File: src/rtl/rv32_barrel_fetch.sv
// rv32_barrel_fetch: per-hart PCs sharing one I-mem read port in strict round-robin slots.
// Define PITO_FETCH_PERF_EN to add saturating per-hart fetch counters on perf_fetch_cnt.
module rv32_barrel_fetch #(
    parameter int              NUM_HARTS     = 8,
    parameter int              HART_W        = $clog2(NUM_HARTS),
    parameter int              XLEN          = 32,
    parameter int              IMEM_AW       = 12,
    parameter logic [XLEN-1:0] RESET_ADDRESS = '0
) (
    input  logic                 rv32_io_clk,
    input  logic                 rv32_io_rst_n,
    input  logic                 rv32_io_program,
    input  logic [NUM_HARTS-1:0] hart_stall,
    input  logic                 redirect_valid,
    input  logic [HART_W-1:0]    redirect_hart,
    input  logic [XLEN-1:0]      redirect_pc,
    output logic [IMEM_AW-1:0]   imem_raddr,
    input  logic [31:0]          imem_rdata,
    output logic                 fetch_valid,
    output logic [HART_W-1:0]    fetch_hart,
    output logic [XLEN-1:0]      fetch_pc,
    output logic [31:0]          fetch_instr
`ifdef PITO_FETCH_PERF_EN
    ,
    output logic [NUM_HARTS*32-1:0] perf_fetch_cnt
`endif
);

    logic [XLEN-1:0]   r_pc [NUM_HARTS];
    logic [HART_W-1:0] r_ptr;
    logic              r_f1_valid;
    logic [HART_W-1:0] r_f1_hart;
    logic [XLEN-1:0]   r_f1_pc;

    logic [XLEN-1:0]   w_cur_pc;
    logic              w_redir_slot;
    logic              w_issue;
    logic [XLEN-1:0]   w_redir_pc;

    assign w_cur_pc     = r_pc[r_ptr];
    assign w_redir_slot = redirect_valid && (redirect_hart == r_ptr);
    assign w_issue      = !rv32_io_program && !hart_stall[r_ptr] && !w_redir_slot;
    assign w_redir_pc   = {redirect_pc[XLEN-1:2], 2'b00};
    assign imem_raddr   = w_cur_pc[IMEM_AW+1:2];

    // Redirect wins over the increment; a redirected slot never issues anyway.
    always_ff @(posedge rv32_io_clk or negedge rv32_io_rst_n) begin
        if (!rv32_io_rst_n) begin
            for (int h = 0; h < NUM_HARTS; h++) begin
                r_pc[h] <= RESET_ADDRESS;
            end
        end else begin
            for (int h = 0; h < NUM_HARTS; h++) begin
                if (redirect_valid && (redirect_hart == HART_W'(h))) begin
                    r_pc[h] <= w_redir_pc;
                end else if (w_issue && (r_ptr == HART_W'(h))) begin
                    r_pc[h] <= r_pc[h] + XLEN'(4);
                end
            end
        end
    end

    always_ff @(posedge rv32_io_clk or negedge rv32_io_rst_n) begin
        if (!rv32_io_rst_n) begin
            r_ptr      <= '0;
            r_f1_valid <= 1'b0;
            r_f1_hart  <= '0;
            r_f1_pc    <= '0;
        end else begin
            if (!rv32_io_program) begin
                r_ptr <= r_ptr + HART_W'(1);
            end
            r_f1_valid <= w_issue;
            r_f1_hart  <= r_ptr;
            r_f1_pc    <= w_cur_pc;
        end
    end

    // Late redirect for the hart already in F1 squashes its word on the way out.
    assign fetch_valid = r_f1_valid & ~(redirect_valid & (redirect_hart == r_f1_hart));
    assign fetch_hart  = r_f1_hart;
    assign fetch_pc    = r_f1_pc;
    assign fetch_instr = imem_rdata;

`ifdef PITO_FETCH_PERF_EN
    logic [31:0] r_perf_cnt [NUM_HARTS];

    always_ff @(posedge rv32_io_clk or negedge rv32_io_rst_n) begin
        if (!rv32_io_rst_n) begin
            for (int h = 0; h < NUM_HARTS; h++) begin
                r_perf_cnt[h] <= '0;
            end
        end else begin
            for (int h = 0; h < NUM_HARTS; h++) begin
                if (fetch_valid && (fetch_hart == HART_W'(h)) && (r_perf_cnt[h] != 32'hFFFF_FFFF)) begin
                    r_perf_cnt[h] <= r_perf_cnt[h] + 32'd1;
                end
            end
        end
    end

    for (genvar gi = 0; gi < NUM_HARTS; gi++) begin : g_perf_out
        assign perf_fetch_cnt[gi*32 +: 32] = r_perf_cnt[gi];
    end
`endif

endmodule

File: config.mk
export PLATFORM = sky130hd
export DESIGN_NAME = rv32_barrel_fetch
export DESIGN_NICKNAME = d
export VERILOG_FILES = /design/src/rtl/rv32_barrel_fetch.sv
export SDC_FILE = /design/constraint.sdc
export NUM_CORES = 1
export LEC_CHECK = 0
export CAP_MARGIN = 40
export CORE_ASPECT_RATIO = 0.75
export CORE_MARGIN = 4
export CORE_UTILIZATION = 53
export DETAILED_ROUTE_END_ITERATION = 8
export HOLD_SLACK_MARGIN = 0.1
export PLACE_DENSITY_LB_ADDON = 0.05
export SYNTH_ARGS = -nofsm -noshare
export SYNTH_HDL_FRONTEND = slang
export SYNTH_SLANG_ARGS = --single-unit
File: constraint.sdc
create_clock -name rv32_io_clk -period 2.71 [get_ports rv32_io_clk]
set_input_delay 0.271 -clock rv32_io_clk [delete_from_list [all_inputs] [get_ports rv32_io_clk]]
set_output_delay 0.271 -clock rv32_io_clk [all_outputs]
set_load 0.01 [all_outputs]
---- Yosys cells after proc, flatten, opt, wreduce, memory -nomap -nowiden ----
Cells that the tools add are included.
word-level totals
  flip-flop bits (word level) ............. 295
  input port bits ......................... 79
  output and inout bits ................... 80
  word-level logic and storage cells ...... 96
operators by class
  $add $sub $neg .......................... 9
  magnitude comparators ................... 2
  equal/unequal tests ..................... 16
  multiplexer cells ....................... 21
  bitwise logic cells ..................... 4
  reductions and logical operators ........ 32
operators by type and width
  cell                     number
  $mux W32                 18
  $add A32 B3 Y32 const B  8
  $bmux W32 S3             1
  $eq A3 B3 Y1 const B     8
  $logic_and A1 B1 Y1      19
  $reduce_bool A2 Y1       8
  $eq A3 B2 Y1 const B     4
  $eq A3 B1 Y1 const B     2
  $eq A3 B3 Y1             2
  $logic_not A3 Y1         2
  $ge A4 B4 Y1 const B     1
  $lt A3 B4 Y1 const B     1
  $not A3 Y4               1
  $add A3 B1 Y3 const B    1
  $bmux W1 S3              1
  $logic_not A1 Y1         3
  $and A1 B1 Y1            2
  $mux W1                  1
  $not A1 Y1               1

---- Depth between registers and ports, before layout ----
Gate-level depths: netlist (run 1).
  depth after elaboration ................. 8
  gate-level depth with buffers ........... 13
  gate-level depth less buffers ........... 8

---- Least setup slack after synthesis (run 1) ----
Ideal clock, no wire load.
  path type ............................... reg-to-reg
  from .................................... register r_ptr[0]
  to ...................................... register r_pc[175] (netlist bit)
  library setup time ...................... 125 ps
  arrival ................................. 2626 ps
  required time ........................... 2585 ps
  path slack .............................. -40 ps
  stages on the path, launching flop included .. 14
  buffers on the path ..................... 5
  clock period less this slack ............ 2750 ps
  cells stage by stage .................... dfrtp_1 > buf_4 > buf_2 > buf_2 > inv_1 > ha_1 > clkbuf_1 > nand4_1 > nor3_1 > and3_1 > clkbuf_1 > nand2_1 > xnor2_1 > mux2_2
on the way
  word-level cells in the longest chain between the ends .. 7
  elaborated cells on any way between the ends .. 11
  those cells by class .................... eq/ne (2); mux (2); reduce/logical (7)
RTL lines
  element                                line  RTL
  start, declared                        30    logic [HART_W-1:0] r_ptr;
  start signal, assigned                 71    r_ptr <= r_ptr + HART_W'(1);
  $bmux W1 S3                            42    assign w_issue = !rv32_io_program && !hart_stall[r_ptr] && !w_redir_slot;
  $mux W1 (not written as such)          42
  $logic_not A1 Y1                       42
  $logic_and A1 B1 Y1 (2 in a row)       42
  $logic_and A1 B1 Y1 *                  56    end else if (w_issue && (r_ptr == HART_W'(h))) begin
  $reduce_bool A2 Y1 (no source line) *  n/a
  end signal, assigned by index          55    r_pc[h] <= w_redir_pc;
  end signal, assigned by index          57    r_pc[h] <= r_pc[h] + XLEN'(4);
  end, declared                          29    logic [XLEN-1:0] r_pc [NUM_HARTS];
Every way passes the cells marked *; elsewhere a longest branch is shown, timed or not. The select of a mux whose other input is x is not followed.
A chain may end at the register's enable or synchronous reset.

---- Worst setup path in the final report (run 1) ----
  from .................................... register r_ptr[0]
  to ...................................... register r_pc[49] (netlist bit)
The elaborated chain is that of the path after synthesis.

==> results of run 1 <==
==> power by group through the flow <==
stage	clock network [mW]	registers, mW	logic (mW)
detailed placement	0	6.64	6.84
finish	4.18	6.64	7.21
global route	4.43	6.78	7.71
global placement	0	6.61	6.75
CTS	4.23	6.58	7.04
floorplan	0	6.30	4.43
==> flip-flops by register name (all words and copies together) (netlist names) <==
signal      cells
r_f1_valid      1
fetch_pc       30
r_pc          240
fetch_hart      3
r_ptr           3
==> timing repair <==
| action | in CTS | in global routing |
|---|---|---|
| buffers inserted | 4 | 7 |
| resized for setup | 22 | 24 |
| setup endpoints to repair | 10 | 58 |
| endpoints found under the hold margin | 67 | 0 |
| cloned | 2 | 0 |
| pin swaps | 0 | 5 |
| hold buffers | 1 | 0 |
==> layer usage <==
layer	global-route usage, %	wire [um]	vias up
li1	-	-	6484
met5	0	0	-
met1	46.9	24700	6968
met2	43.7	22500	505
met4	7.69	1330	0
met3	5.89	4210	80
==> cell usage after synthesis, types with 4 or more instances <==
master	instances
a21oi_1	80
inv_1	31
or2_2	6
buf_2	15
dfrtp_1	277
o21ai_1	24
nand2_1	324
ha_1	14
nand3_1	89
nor3_1	58
nor2_1	127
and4_1	27
buf_1	36
nor2b_1	4
clkbuf_1	67
mux2i_1	12
and2_1	12
o21ai_0	134
nor4_1	18
nand4_1	70
nand2b_1	6
xnor2_1	120
buf_4	50
mux4_2	61
and3_1	38
xor2_1	116
mux2_2	4
==> cell families (layout without fill, tap and decap cells) <==
kind of cell / Yosys count / after routing / synth area share, %
AND/OR/NAND/NOR: 805 / 805 / 23.1
flip-flops: 277 / 277 / 41.0
AO/OA/AOI/OAI: 250 / 250 / 7.74
XOR/XNOR: 236 / 236 / 12.2
buffers and inverters: 200 / 261 / 5.71
multiplexers: 77 / 77 / 9.11
adder cells (fa/ha/maj): 14 / 14 / 1.04
other: 1 / 2 / 0.0222
==> path summary, 6_finish.rpt <==
check | startpoint | endpoint | slack, ns | cells past startpoint
max in group asynchronous | rv32_io_rst_n | r_pc[173] | 1.69 | 3
worst max register to register | r_ptr[0] | r_pc[49] | 0.05 | 8
worst min register to register | r_pc[223] | r_pc[223] | 0.58 | 2
worst max-delay path | r_ptr[0] | r_pc[49] | 0.05 | 8
min in group rv32_io_clk | redirect_pc[31] | r_pc[223] | 0.52 | 3
worst min-delay path | rv32_io_rst_n | r_pc[107] | 0.26 | 2
==> area by class of cell <==
| cell class | count | area [um^2] |
|---|---|---|
| Inverter | 31 | 116 |
| Sequential cell | 277 | 6940 |
| Clock buffer | 47 | 926 |
| Fill cell | 2669 | 11900 |
| Multi-Input combinational cell | 1384 | 9130 |
| Tap cell | 406 | 508 |
| Clock inverter | 7 | 60.1 |
| Timing Repair Buffer | 176 | 1780 |
==> metrics by stage <==
stage / util [%] / cells
after floorplan: - / 1861
after global placement: 58.0 / 2260
after detailed placement: 58.0 / 2260
after CTS: 61.6 / 2321
after global routing: 62.1 / 2328
final: 62.1 / 2328
==> reports/results.env, run 1 <==
FRACTION_OF_FINAL_LAYOUT_CELLS_WITH_DRIVE_STRENGTH_GREATER_THAN_1_PCT=12.7
PLACE.PORT_BUFFERS=90
POST-SYNTH-TOP-AREA-CELL='dfrtp_1'
CORE.ROWCOUNT=56
WORST_CLOCK_SKEW_NS=0.00954
TIMING_WORST_SETUP_PATH_TYPE='register to register'
POST-ROUTE-MIN-PERIOD_NS=2.66
SYNTH_SEQ_CELLS=277
HPWL_MM=38.2
GRT_START_MAX_NET_PINS=74
AREAGROWTHSYNTHTOFINISH_PCT=15.2
CLK_PIN_SLEW_WORST_PATHS_NS=0.06
CP_TOP_FAMILY='multiplexers'
DRT_FIRST_PASS_ITERS=5
PWR_DENSITY_CELL_mW_PER_MM2=926
SYN_AREA_PER_CELL_UM2=9.08
GPL.FINAL_WEIGHTED_CONGESTION=0.890
SYNTHARSTFLOPSHARE_PCT=100
DETAIL_ROUTE.ITER0.VIOLATIONS=1404
CRITICAL_PATH.ENDPOINT_TYPE='register'
CLOCKBUFFERDEPTH=3
P_COMB_SHARE_PCT=40.0
STDCELL_AREA_MM2=0.0195
CLOCK_POWER_SHARE_PCT=23.2
FLOORPLAN.INITIALDENSITY_PCT=53.9
GRT_OVERFLOW_TOTAL=0
FIN_WS_NS=0.0544
NUMBER_OF_BUFFERS_AND_INVERTERS_ON_THE_CRITICAL_PATH=2
SYNTH_TOP_CELL_AREA_SHARE_PCT=41.0
MAX-VDD-IR-DROP_V=0.000466
ANT_NETS=0
MAXSLEWVIOLCOUNT=0
DIEHEIGHT_UM=163
CLK_LATENCY_NS=0.58
POWER.SEQUENTIAL.FRACTION_PCT=36.8
VIAS_IN_THE_FIRST_GLOBAL_ROUTE=13500
NUMBER_OF_ANTENNA_VIOLATIONS_AT_THE_FIRST_CHECK_IN_GLOBAL_ROUTING=0
FINALCRITPERIODSHARE_PCT=98.0
ARRIVAL_TIME_OF_THE_WORST_SETUP_PATH_NS=3.09
CLOCK-ROOT-BUFFER='clkbuf_16'
DRT-VIAS-PER-INSTANCE=6.03
INTERNAL_POWER_mW=11.2
IOS=159
P_LEAK_nW=7.54
CRIT_PATH_MAX_DELAY_CELL_TYPE='mux4_2'
CELL_AREA_AFTER_SYNTHESIS_MM2=0.0169
FINAL_CELL_MIX='nand2_1 (322), dfrtp_1 (275), o21ai_0 (134)'
POST-PLACE-WS_NS=0.0125
CRITICAL_PATH.MAX_FANOUT=8
WIRE_LENGTH_OF_THE_FIRST_GLOBAL_ROUTING_PASS_MM=81.7
CTS_NUM_SINKS=277
P_SW_SHARE_PCT=38.0
REPORT.POWER.TOTAL_mW=18.0
ROUTE.DETAILED.WL_PER_INST_UM=22.6
FINALHOLDVIOLATIONS=0
DRV.MAX_CAP_VIOLATION_COUNT=0
CRITPATHLAUNCHTYPE='register'
DIE_W_UM=214
SYNTH_TOP_CELLS_BY_AREA='dfrtp_1 (41%), mux4_2 (8.1%), nand2_1 (7.2%)'
LAYOUT.CELLS.MOST_COMMON='nand2_1'
MAX_STAGE_DELAY_NS=0.58
DR_TOTAL_VIAS=14000
CTS_INSERTED_BUFFERS=30
FIN_SETUP_TNS_NS=0
SYNTH.YOSYS.SEQ_AREA_SHARE_PCT=41.0
TYPE_OF_THE_MOST_CRITICAL_HOLD_PATH='input port to async pin'
FINALNETCOUNT=1993
SYNTH_EDF_COUNT=0
WORST_SLEW_MARGIN_REL_PCT=52.9
DOMINANTREGCELLSYNTH='dfrtp_1'
SYNTH_CELL_TYPE_COUNT=51
CP_CELL_SEQUENCE='buf_12 -> buf_8 -> mux4_2 -> a41oi_4 -> and4_2 -> nand4_1 -> xor2_1 -> a21oi_1'
DRT_DRC_VIOLATIONS_LEFT=0
HOLD-WORST-SLACK_NS=0.261
FINALWIRELENGTH_MM=52.7
CP_DATA_REQUIRED_TIME_NS=3.14
ANTENNA_CELLS=0
MAXCLOCKFREQUENCY_MHz=377
TIMING.FINAL.SETUP_VIOLATIONS=0
COREAREA_MM2=0.0313
TIMING_WORST_SLEW_PIN_VALUE_NS=0.705
NET_SWITCHING_COMPONENT_OF_THE_POWER_mW=6.85
TRITONCTS='done'
RUN_STATUS='complete, no violations'
GRT.TOTAL_USAGE_PCT=30.2
CTS_HTREE_LEVELS=1
FP.DIEAREA_MM2=0.0348
POSTSYNTHCELLCOUNT=1860
YOSYS_WARNINGS=0
DPL_CELL_AREA_MM2=0.0182
Power figures use the tool's default switching activity.
==> run 2, diff against run 1 <==
--- a/config.mk
+++ b/config.mk
@@ -8,7 +8,8 @@
 export CAP_MARGIN = 40
 export CORE_ASPECT_RATIO = 0.75
 export CORE_MARGIN = 4
-export CORE_UTILIZATION = 53
+export CORE_UTILIZATION = 54
+export CTS_BUF_LIST = sky130_fd_sc_hd__clkbuf_8
 export DETAILED_ROUTE_END_ITERATION = 8
 export HOLD_SLACK_MARGIN = 0.1
 export PLACE_DENSITY_LB_ADDON = 0.05
==> run 2 against run 1 <==
Effect of this change: fmax fell by 1.5%; combinational power up 3%; global-route usage is essentially flat; worst hold slack got worse by 0.071 ns; clock-buffer cell count is 8 higher; cell area grew 0.16%; routed wire length decreased by 1.4%; sequential power about the same; largest cell class unchanged.
==> reports/results.env, run 2 (synthesized netlist as in run 1, its figures left out) <==
WORST_R2R_PATH_DEPTH=9  # +1
DR_TOTAL_VIAS=14100  # +0.58%
TIMING_WORST_SETUP_PATH_TYPE='register to register'
COREAREA_MM2=0.0305  # -2.7%
VIAS_IN_THE_FIRST_GLOBAL_ROUTE=13300  # -1.3%
FINAL.FILL_COUNT=2540  # -4.8%
FINALCRITPERIODSHARE_PCT=99.5  # +1.5 points
TRITONCTS='done'
DIEHEIGHT_UM=161  # -0.89%
MAX-VDD-IR-DROP_V=0.000453  # -2.7%
TIMING.FINAL.SETUP_VIOLATIONS=0  # unchanged
FIN_WS_NS=0.0130  # -0.0413 ns
P_COMB_SHARE_PCT=41.7  # +1.7 points
FINALHOLDVIOLATIONS=0  # unchanged
CRITICAL_PATH.ENDPOINT_TYPE='register'
HPWL_MM=37.5  # -2.1%
CRITPATHLAUNCHTYPE='register'
PLACE.DETAILED.INSTANCES=2249  # -0.49%
CLOCK_POWER_SHARE_PCT=21.0  # -2.2 points
GRT_START_MAX_NET_PINS=79  # +6.8%
WORST_SLEW_MARGIN_REL_PCT=55.3  # +2.4 points
ANTENNA_CELLS=0  # unchanged
TOP_REGISTER='r_pc'
MAX_STAGE_DELAY_NS=0.51  # -0.07 ns
CLK_LATENCY_NS=0.60  # +0.02 ns
POST-PLACE-WS_NS=0.0304  # +0.0179 ns
CTS_NUM_SINKS=277  # unchanged
P_SW_SHARE_PCT=39.1  # +1.1 points
CTS_HTREE_LEVELS=2  # +1
WIRE_LENGTH_OF_THE_FIRST_GLOBAL_ROUTING_PASS_MM=80.0  # -2.0%
DRV.MAX_CAP_VIOLATION_COUNT=0  # unchanged
CLOCK-ROOT-BUFFER='clkbuf_8'
RUN_STATUS='complete, no violations'
TYPE_OF_THE_MOST_CRITICAL_HOLD_PATH='input port to async pin'
FIN_SETUP_TNS_NS=0  # unchanged
FP.DIEAREA_MM2=0.0342  # -1.8%
CORE.ROWCOUNT=55  # -1.8%
ARRIVAL_TIME_OF_THE_WORST_SETUP_PATH_NS=3.21  # +0.12 ns
ROUTE.DETAILED.WL_PER_INST_UM=22.1  # -2.2%
MAXSLEWVIOLCOUNT=0  # unchanged
FINALNETCOUNT=2009  # +0.80%
DIE_W_UM=212  # -0.90%
REPORT.POWER.TOTAL_mW=17.7  # -1.6%
FINALWIRELENGTH_MM=51.9  # -1.4%
POST-ROUTE-MIN-PERIOD_NS=2.70  # +0.0413 ns
GRT_OVERFLOW_TOTAL=0  # unchanged
AREAGROWTHSYNTHTOFINISH_PCT=15.4
IOS=159  # unchanged
FRACTION_OF_FINAL_LAYOUT_CELLS_WITH_DRIVE_STRENGTH_GREATER_THAN_1_PCT=14.8  # +2.1 points
DETAIL_ROUTE.ITER0.VIOLATIONS=1457  # +3.8%
CRIT_PATH_MAX_DELAY_CELL_TYPE='mux4_2'
DRT_DRC_VIOLATIONS_LEFT=0  # unchanged
ANT_NETS=0  # unchanged
LAYOUT.CELLS.MOST_COMMON='nand2_1'
HOLD-WORST-SLACK_NS=0.191  # -0.0707 ns
CP_CELL_SEQUENCE='buf_4 -> bufbuf_16 -> mux4_2 -> a41o_4 -> nor3_4 -> buf_12 -> nand4_1 -> xor2_1 -> o21ai_0'
CP_DATA_REQUIRED_TIME_NS=3.22  # +0.08 ns
DRT-VIAS-PER-INSTANCE=6.01  # -0.28%
LARGEST_REGISTER_FFS=240  # unchanged
WORST_CLOCK_SKEW_NS=0.0202  # +0.0106 ns
P_LEAK_nW=7.60  # +0.82%
GRT.TOTAL_USAGE_PCT=30.3  # about the same
PLACE.PORT_BUFFERS=90  # unchanged
CLOCKBUFFERDEPTH=3  # unchanged
FINAL_CELL_MIX='nand2_1 (306), dfrtp_1 (275), o21ai_0 (133)'
DRT_FIRST_PASS_ITERS=6  # +1
GPL.FINAL_WEIGHTED_CONGESTION=0.906  # +1.8%
CTS_INSERTED_BUFFERS=48  # +60%
NET_SWITCHING_COMPONENT_OF_THE_POWER_mW=6.93  # +1.2%
CRITICAL_PATH.MAX_FANOUT=15  # +7
LAYOUTNONFILLERINSTCOUNT=2348  # +0.86%
POWER.SEQUENTIAL.FRACTION_PCT=37.3  # +0.5 points
STDCELL_AREA_MM2=0.0195  # +0.16%
FLOORPLAN.INITIALDENSITY_PCT=55.4  # +1.5 points
NUMBER_OF_ANTENNA_VIOLATIONS_AT_THE_FIRST_CHECK_IN_GLOBAL_ROUTING=0  # unchanged
MAXCLOCKFREQUENCY_MHz=371  # -1.5%
CLK_PIN_SLEW_WORST_PATHS_NS=0.07  # about the same
INTERNAL_POWER_mW=10.8  # -3.3%
PWR_DENSITY_CELL_mW_PER_MM2=910  # -1.7%
RSZ0062_AT_GRT='yes'
TIMING_WORST_SLEW_PIN_VALUE_NS=0.669  # -0.0358 ns
FINAL_CORE_DENSITY_PCT=63.9  # +1.8 points
DPL_CELL_AREA_MM2=0.0182  # about the same
run 2: cell count changes in the layout (fill, tap and decap cells not counted), moves of 6 or more:
cell,previous run,this run
clkbuf_8,9,55
clkbuf_16,31,0
inv_1,31,53
nand2_1,322,306
nand2_2,2,18
dlygate4sd2_1,10,0
buf_4,67,60
clkbuf_1,7,0
buf_2,0,6
run 2: final timing paths:
kind / startpoint / end / slack [ns]
min in group rv32_io_clk: rv32_io_program / r_ptr[0] / 0.49
worst max-delay path: r_ptr[0] / r_pc[91] / 0.01
worst min-delay path: rv32_io_rst_n / r_pc[70] / 0.19
max in group asynchronous: rv32_io_rst_n / r_pc[173] / 1.70
worst min register to register: r_pc[223] / r_pc[223] / 0.57
worst max register to register: r_ptr[0] / r_pc[91] / 0.01
run 2: per-layer routing:
metal  routed length [um]  part of all wire (%)  vias to the layer above  GRT usage [%]
li1                     -                     -                     6513              -
met1                23700                    46                     6919           47.0
met2                21700                    42                      584           41.7
met3                 5290                    10                      102           8.08
met4                 1270                   2.4                        0           8.16
met5                    0                     0                        -              0
run 2: power by group through the flow:
stage	Combinational [mW]	Clock, mW	Sequential [mW]
after floorplan	4.43	0	6.30
after global placement	6.71	0	6.59
after detailed placement	6.79	0	6.62
after CTS	7.17	3.79	6.56
after global routing	7.93	3.98	6.74
final	7.40	3.72	6.62
run 2: final cells by class:
type / count / area [um^2] / area share (%)
Multi-Input combinational cell: 1384 / 9220 / 47.3
Timing Repair Buffer: 174 / 1820 / 9.35
Sequential cell: 277 / 6940 / 35.6
Clock inverter: 28 / 143 / 0.732
Inverter: 31 / 116 / 0.597
Clock buffer: 55 / 757 / 3.88
Tap cell: 399 / 499 / 2.56
run 2: timing repair:
| action | 4_1_cts | 5_1_grt |
|---|---|---|
| cloned | 2 | 0 |
| setup buffers | 8 | 5 |
| pin swaps | 6 | 7 |
| setup endpoints to repair | 12 | 118 |
| hold buffers | 1 | 0 |
| hold endpoints to repair | 275 | 0 |
| gates resized for setup | 57 | 46 |
run 2: worst max-delay path, delay by kind of cell, from the launching register on:
| family | cells | cell delay (ns) |
|---|---|---|
| compound gates | 2 | 0.51 |
| xor+xnor | 1 | 0.16 |
| buf+inv | 3 | 0.63 |
| flops | 1 | 0.48 |
| mux | 1 | 0.51 |
| simple gates | 2 | 0.30 |
==> run 3, diff against run 2 <==
--- a/config.mk
+++ b/config.mk
@@ -5,10 +5,11 @@
 export SDC_FILE = /design/constraint.sdc
 export NUM_CORES = 1
 export LEC_CHECK = 0
+export ABC_CLOCK_PERIOD_IN_PS = 2650
 export CAP_MARGIN = 40
 export CORE_ASPECT_RATIO = 0.75
 export CORE_MARGIN = 4
-export CORE_UTILIZATION = 54
+export CORE_UTILIZATION = 60
 export CTS_BUF_LIST = sky130_fd_sc_hd__clkbuf_8
 export DETAILED_ROUTE_END_ITERATION = 8
 export HOLD_SLACK_MARGIN = 0.1
==> constraint.sdc (replaced) <==
create_clock -name rv32_io_clk -period 2.65 [get_ports rv32_io_clk]
set_input_delay 0.265 -clock rv32_io_clk [delete_from_list [all_inputs] [get_ports rv32_io_clk]]
set_output_delay 0.265 -clock rv32_io_clk [all_outputs]
set_load 0.01 [all_outputs]
==> run 3 against run 2 <==
Effect of this change: worst hold slack better by 0.015 ns; cell count down 2.4%; combinational power down 2.8%; largest power group unchanged; cell area down 1.3%; clock skew up 0.0028 ns; critical endpoint is now imem_raddr[11]; clock-buffer cell count up 4; routed wire length down 0.84%; clock power up 6.2%; sequential cell count unchanged.
==> reports/results.env, run 3 (synthesized netlist as in run 1, its figures left out) <==
LAYOUT.CELLS.MOST_COMMON='nand2_1'
TRITONCTS='done'
NUMBER_OF_BUFFERS_AND_INVERTERS_ON_THE_CRITICAL_PATH=2  # -1
WORST_R2R_PATH_DEPTH=9  # unchanged
FINALWIRELENGTH_MM=51.5  # -0.84%
TIMING.FINAL.SETUP_VIOLATIONS=0  # unchanged
FINALHOLDVIOLATIONS=0  # unchanged
FINALCRITPERIODSHARE_PCT=99.1
CLOCKBUFFERDEPTH=3  # unchanged
GRT_OVERFLOW_TOTAL=0  # unchanged
CP_DATA_REQUIRED_TIME_NS=2.38  # -0.84 ns
CRIT_PATH_MAX_DELAY_CELL_TYPE='mux4_2'
REPORT.POWER.TOTAL_mW=17.9  # +1.1%
WORST_SETUP_PATH_ENDPOINT='imem_raddr[11]'
MAXCLOCKFREQUENCY_MHz=381
FINAL_CELL_MIX='nand2_1 (322), dfrtp_1 (275), o21ai_0 (132)'
CP_TOP_FAMILY='multiplexers'
MAX_STAGE_DELAY_NS=0.57  # +0.06 ns
DIEHEIGHT_UM=153  # -4.9%
TIMING_WORST_SLEW_PIN_VALUE_NS=0.803  # +0.134 ns
ARRIVAL_TIME_OF_THE_WORST_SETUP_PATH_NS=2.36  # -0.85 ns
ANT_NETS=0  # unchanged
RUN_STATUS='complete, no violations'
PLACE.PORT_BUFFERS=90  # unchanged
CORE.ROWCOUNT=52  # -5.5%
CRITPATHLAUNCHTYPE='register'
CTS_HTREE_LEVELS=2  # unchanged
TOP_REGISTER='r_pc'
CTS_NUM_SINKS=277  # unchanged
P_LEAK_nW=7.56  # -0.49%
GRT_START_MAX_NET_PINS=78  # -1.3%
VIAS_IN_THE_FIRST_GLOBAL_ROUTE=13500  # +1.8%
AREAGROWTHSYNTHTOFINISH_PCT=13.9
MAX-VDD-IR-DROP_V=0.000527  # +16%
PLACE.DETAILED.INSTANCES=2199  # -2.2%
FLOORPLAN.INITIALDENSITY_PCT=61.8  # +6.4 points
RSZ0062_AT_GRT='yes'
WORSTSETUPSTARTPOINT='r_ptr[0]'
GRT.TOTAL_USAGE_PCT=32.9  # +2.6 points
FINALNETCOUNT=1998  # -0.55%
CRITICAL_PATH.ENDPOINT_TYPE='output port'
DIE_W_UM=202  # -4.9%
TIMING_WORST_SETUP_PATH_TYPE='register to output port'
HPWL_MM=37.2  # -0.61%
DR_TOTAL_VIAS=14300  # +1.3%
WORST_SLEW_MARGIN_REL_PCT=46.3  # -9.0 points
MAXSLEWVIOLCOUNT=0  # unchanged
TYPE_OF_THE_MOST_CRITICAL_HOLD_PATH='input port to async pin'
COREAREA_MM2=0.0273  # -10%
ANTENNA_CELLS=0  # unchanged
DRT_FIRST_PASS_ITERS=6  # unchanged
FRACTION_OF_FINAL_LAYOUT_CELLS_WITH_DRIVE_STRENGTH_GREATER_THAN_1_PCT=13.0  # -1.8 points
CP_CELL_SEQUENCE='buf_12 -> mux4_2 -> nand2_4 -> nand2_1 -> dlygate4sd2_1'
WORSTREG2REGSTART='r_ptr[0]'
ROUTE.DETAILED.WL_PER_INST_UM=22.5  # +1.6%
CLK_PIN_SLEW_WORST_PATHS_NS=0.06  # about the same
DRT_DRC_VIOLATIONS_LEFT=0  # unchanged
DRT-VIAS-PER-INSTANCE=6.24  # +3.9%
IOS=159  # unchanged
TIMING.CRITICAL_PATH.DEPTH=5  # -4
GPL.FINAL_WEIGHTED_CONGESTION=0.936  # +3.3%
CRITICAL_PATH.MAX_FANOUT=11  # -4
DETAIL_ROUTE.ITER0.VIOLATIONS=1409  # -3.3%
POST-ROUTE-MIN-PERIOD_NS=2.63
PWR_DENSITY_CELL_mW_PER_MM2=932  # +2.4%
RRSETUPSLACK_NS=0.07  # +0.06 ns
DRV.MAX_CAP_VIOLATION_COUNT=0  # unchanged
CTS_INSERTED_BUFFERS=46  # -4.2%
LARGEST_REGISTER_FFS=240  # unchanged
WIRE_LENGTH_OF_THE_FIRST_GLOBAL_ROUTING_PASS_MM=79.7  # -0.45%
CLOCK-ROOT-BUFFER='clkbuf_8'
FP.DIEAREA_MM2=0.0309  # -9.6%
NUMBER_OF_ANTENNA_VIOLATIONS_AT_THE_FIRST_CHECK_IN_GLOBAL_ROUTING=1  # +1
LAYOUTNONFILLERINSTCOUNT=2291  # -2.4%
WORSTREG2REGEND='r_pc[93]'
CLK_LATENCY_NS=0.60  # about the same
WORST_CLOCK_SKEW_NS=0.0230  # +0.00278 ns
## run 3: cell count changes in the layout (fill, tap and decap cells not counted), moves of 4 or more
| cell | change |
|---|---|
| nand2_2 | -17 |
| buf_2 | -6 |
| buf_12 | -5 |
| nor4_1 | +4 |
| nand2_1 | +16 |
| inv_1 | -6 |
| dlygate4sd2_1 | +9 |
| clkbuf_8 | +4 |
| buf_4 | -5 |
| nor4_2 | -5 |
## run 3: per-layer routing
layer  share of wire [%]  track usage, %  vias to the layer above
met2                  43            46.9                      712
met3                  11            6.61                       95
met5               0.025               0                        -
met4                 2.1            8.33                        2
met1                  44            51.5                     7022
li1                    -               -                     6475
## run 3: worst min-delay path by stage
stage | from | end | depth (start not counted)
floorplan | rv32_io_rst_n | fetch_hart[0] | 0
global placement | rv32_io_rst_n | r_pc[70] | 1
detailed placement | rv32_io_rst_n | r_pc[70] | 1
CTS | rv32_io_rst_n | r_pc[13] | 2
global route | rv32_io_rst_n | r_pc[70] | 2
finish | rv32_io_rst_n | r_pc[70] | 2
## run 3: final cells by class
type	instances	area, um^2
well taps	351	439
clock inverters	24	128
multi-input cells	1384	9120
fillers	2124	8090
inverters	31	116
repair buffers	165	1690
clock buffers	59	812
flip-flops and latches	277	6940
## run 3: per-stage QoR
stage	hold WS (ns)	area [um^2]	setup slack, ns	setup TNS, ns	utilization (%)
floorplan	-0.0306	16900	-0.000441	-0.000441	-
global placement	0.236	18100	0.0533	0	66.1
detailed placement	0.238	18100	-0.0240	-0.0240	66.1
CTS	0.219	19100	-0.00471	-0.00471	70.0
global route	0.244	19200	-0.0487	-0.236	70.4
finish	0.206	19200	0.0250	0	70.4
## run 3: timing repair
item | 4_1_cts | 5_1_grt
hold buffers | 1 | 0
gates resized for setup | 32 | 25
pin swaps | 0 | 5
endpoints found under the setup margin | 13 | 101
cloned | 1 | 0
buffers inserted | 3 | 4
hold endpoints to repair | 172 | 0
## run 3: where the power goes
group          internal [mW]  switching (mW)
logic                   3.47            3.72
registers               5.39            1.42
clock network           2.09            1.85
total                   10.9            6.99
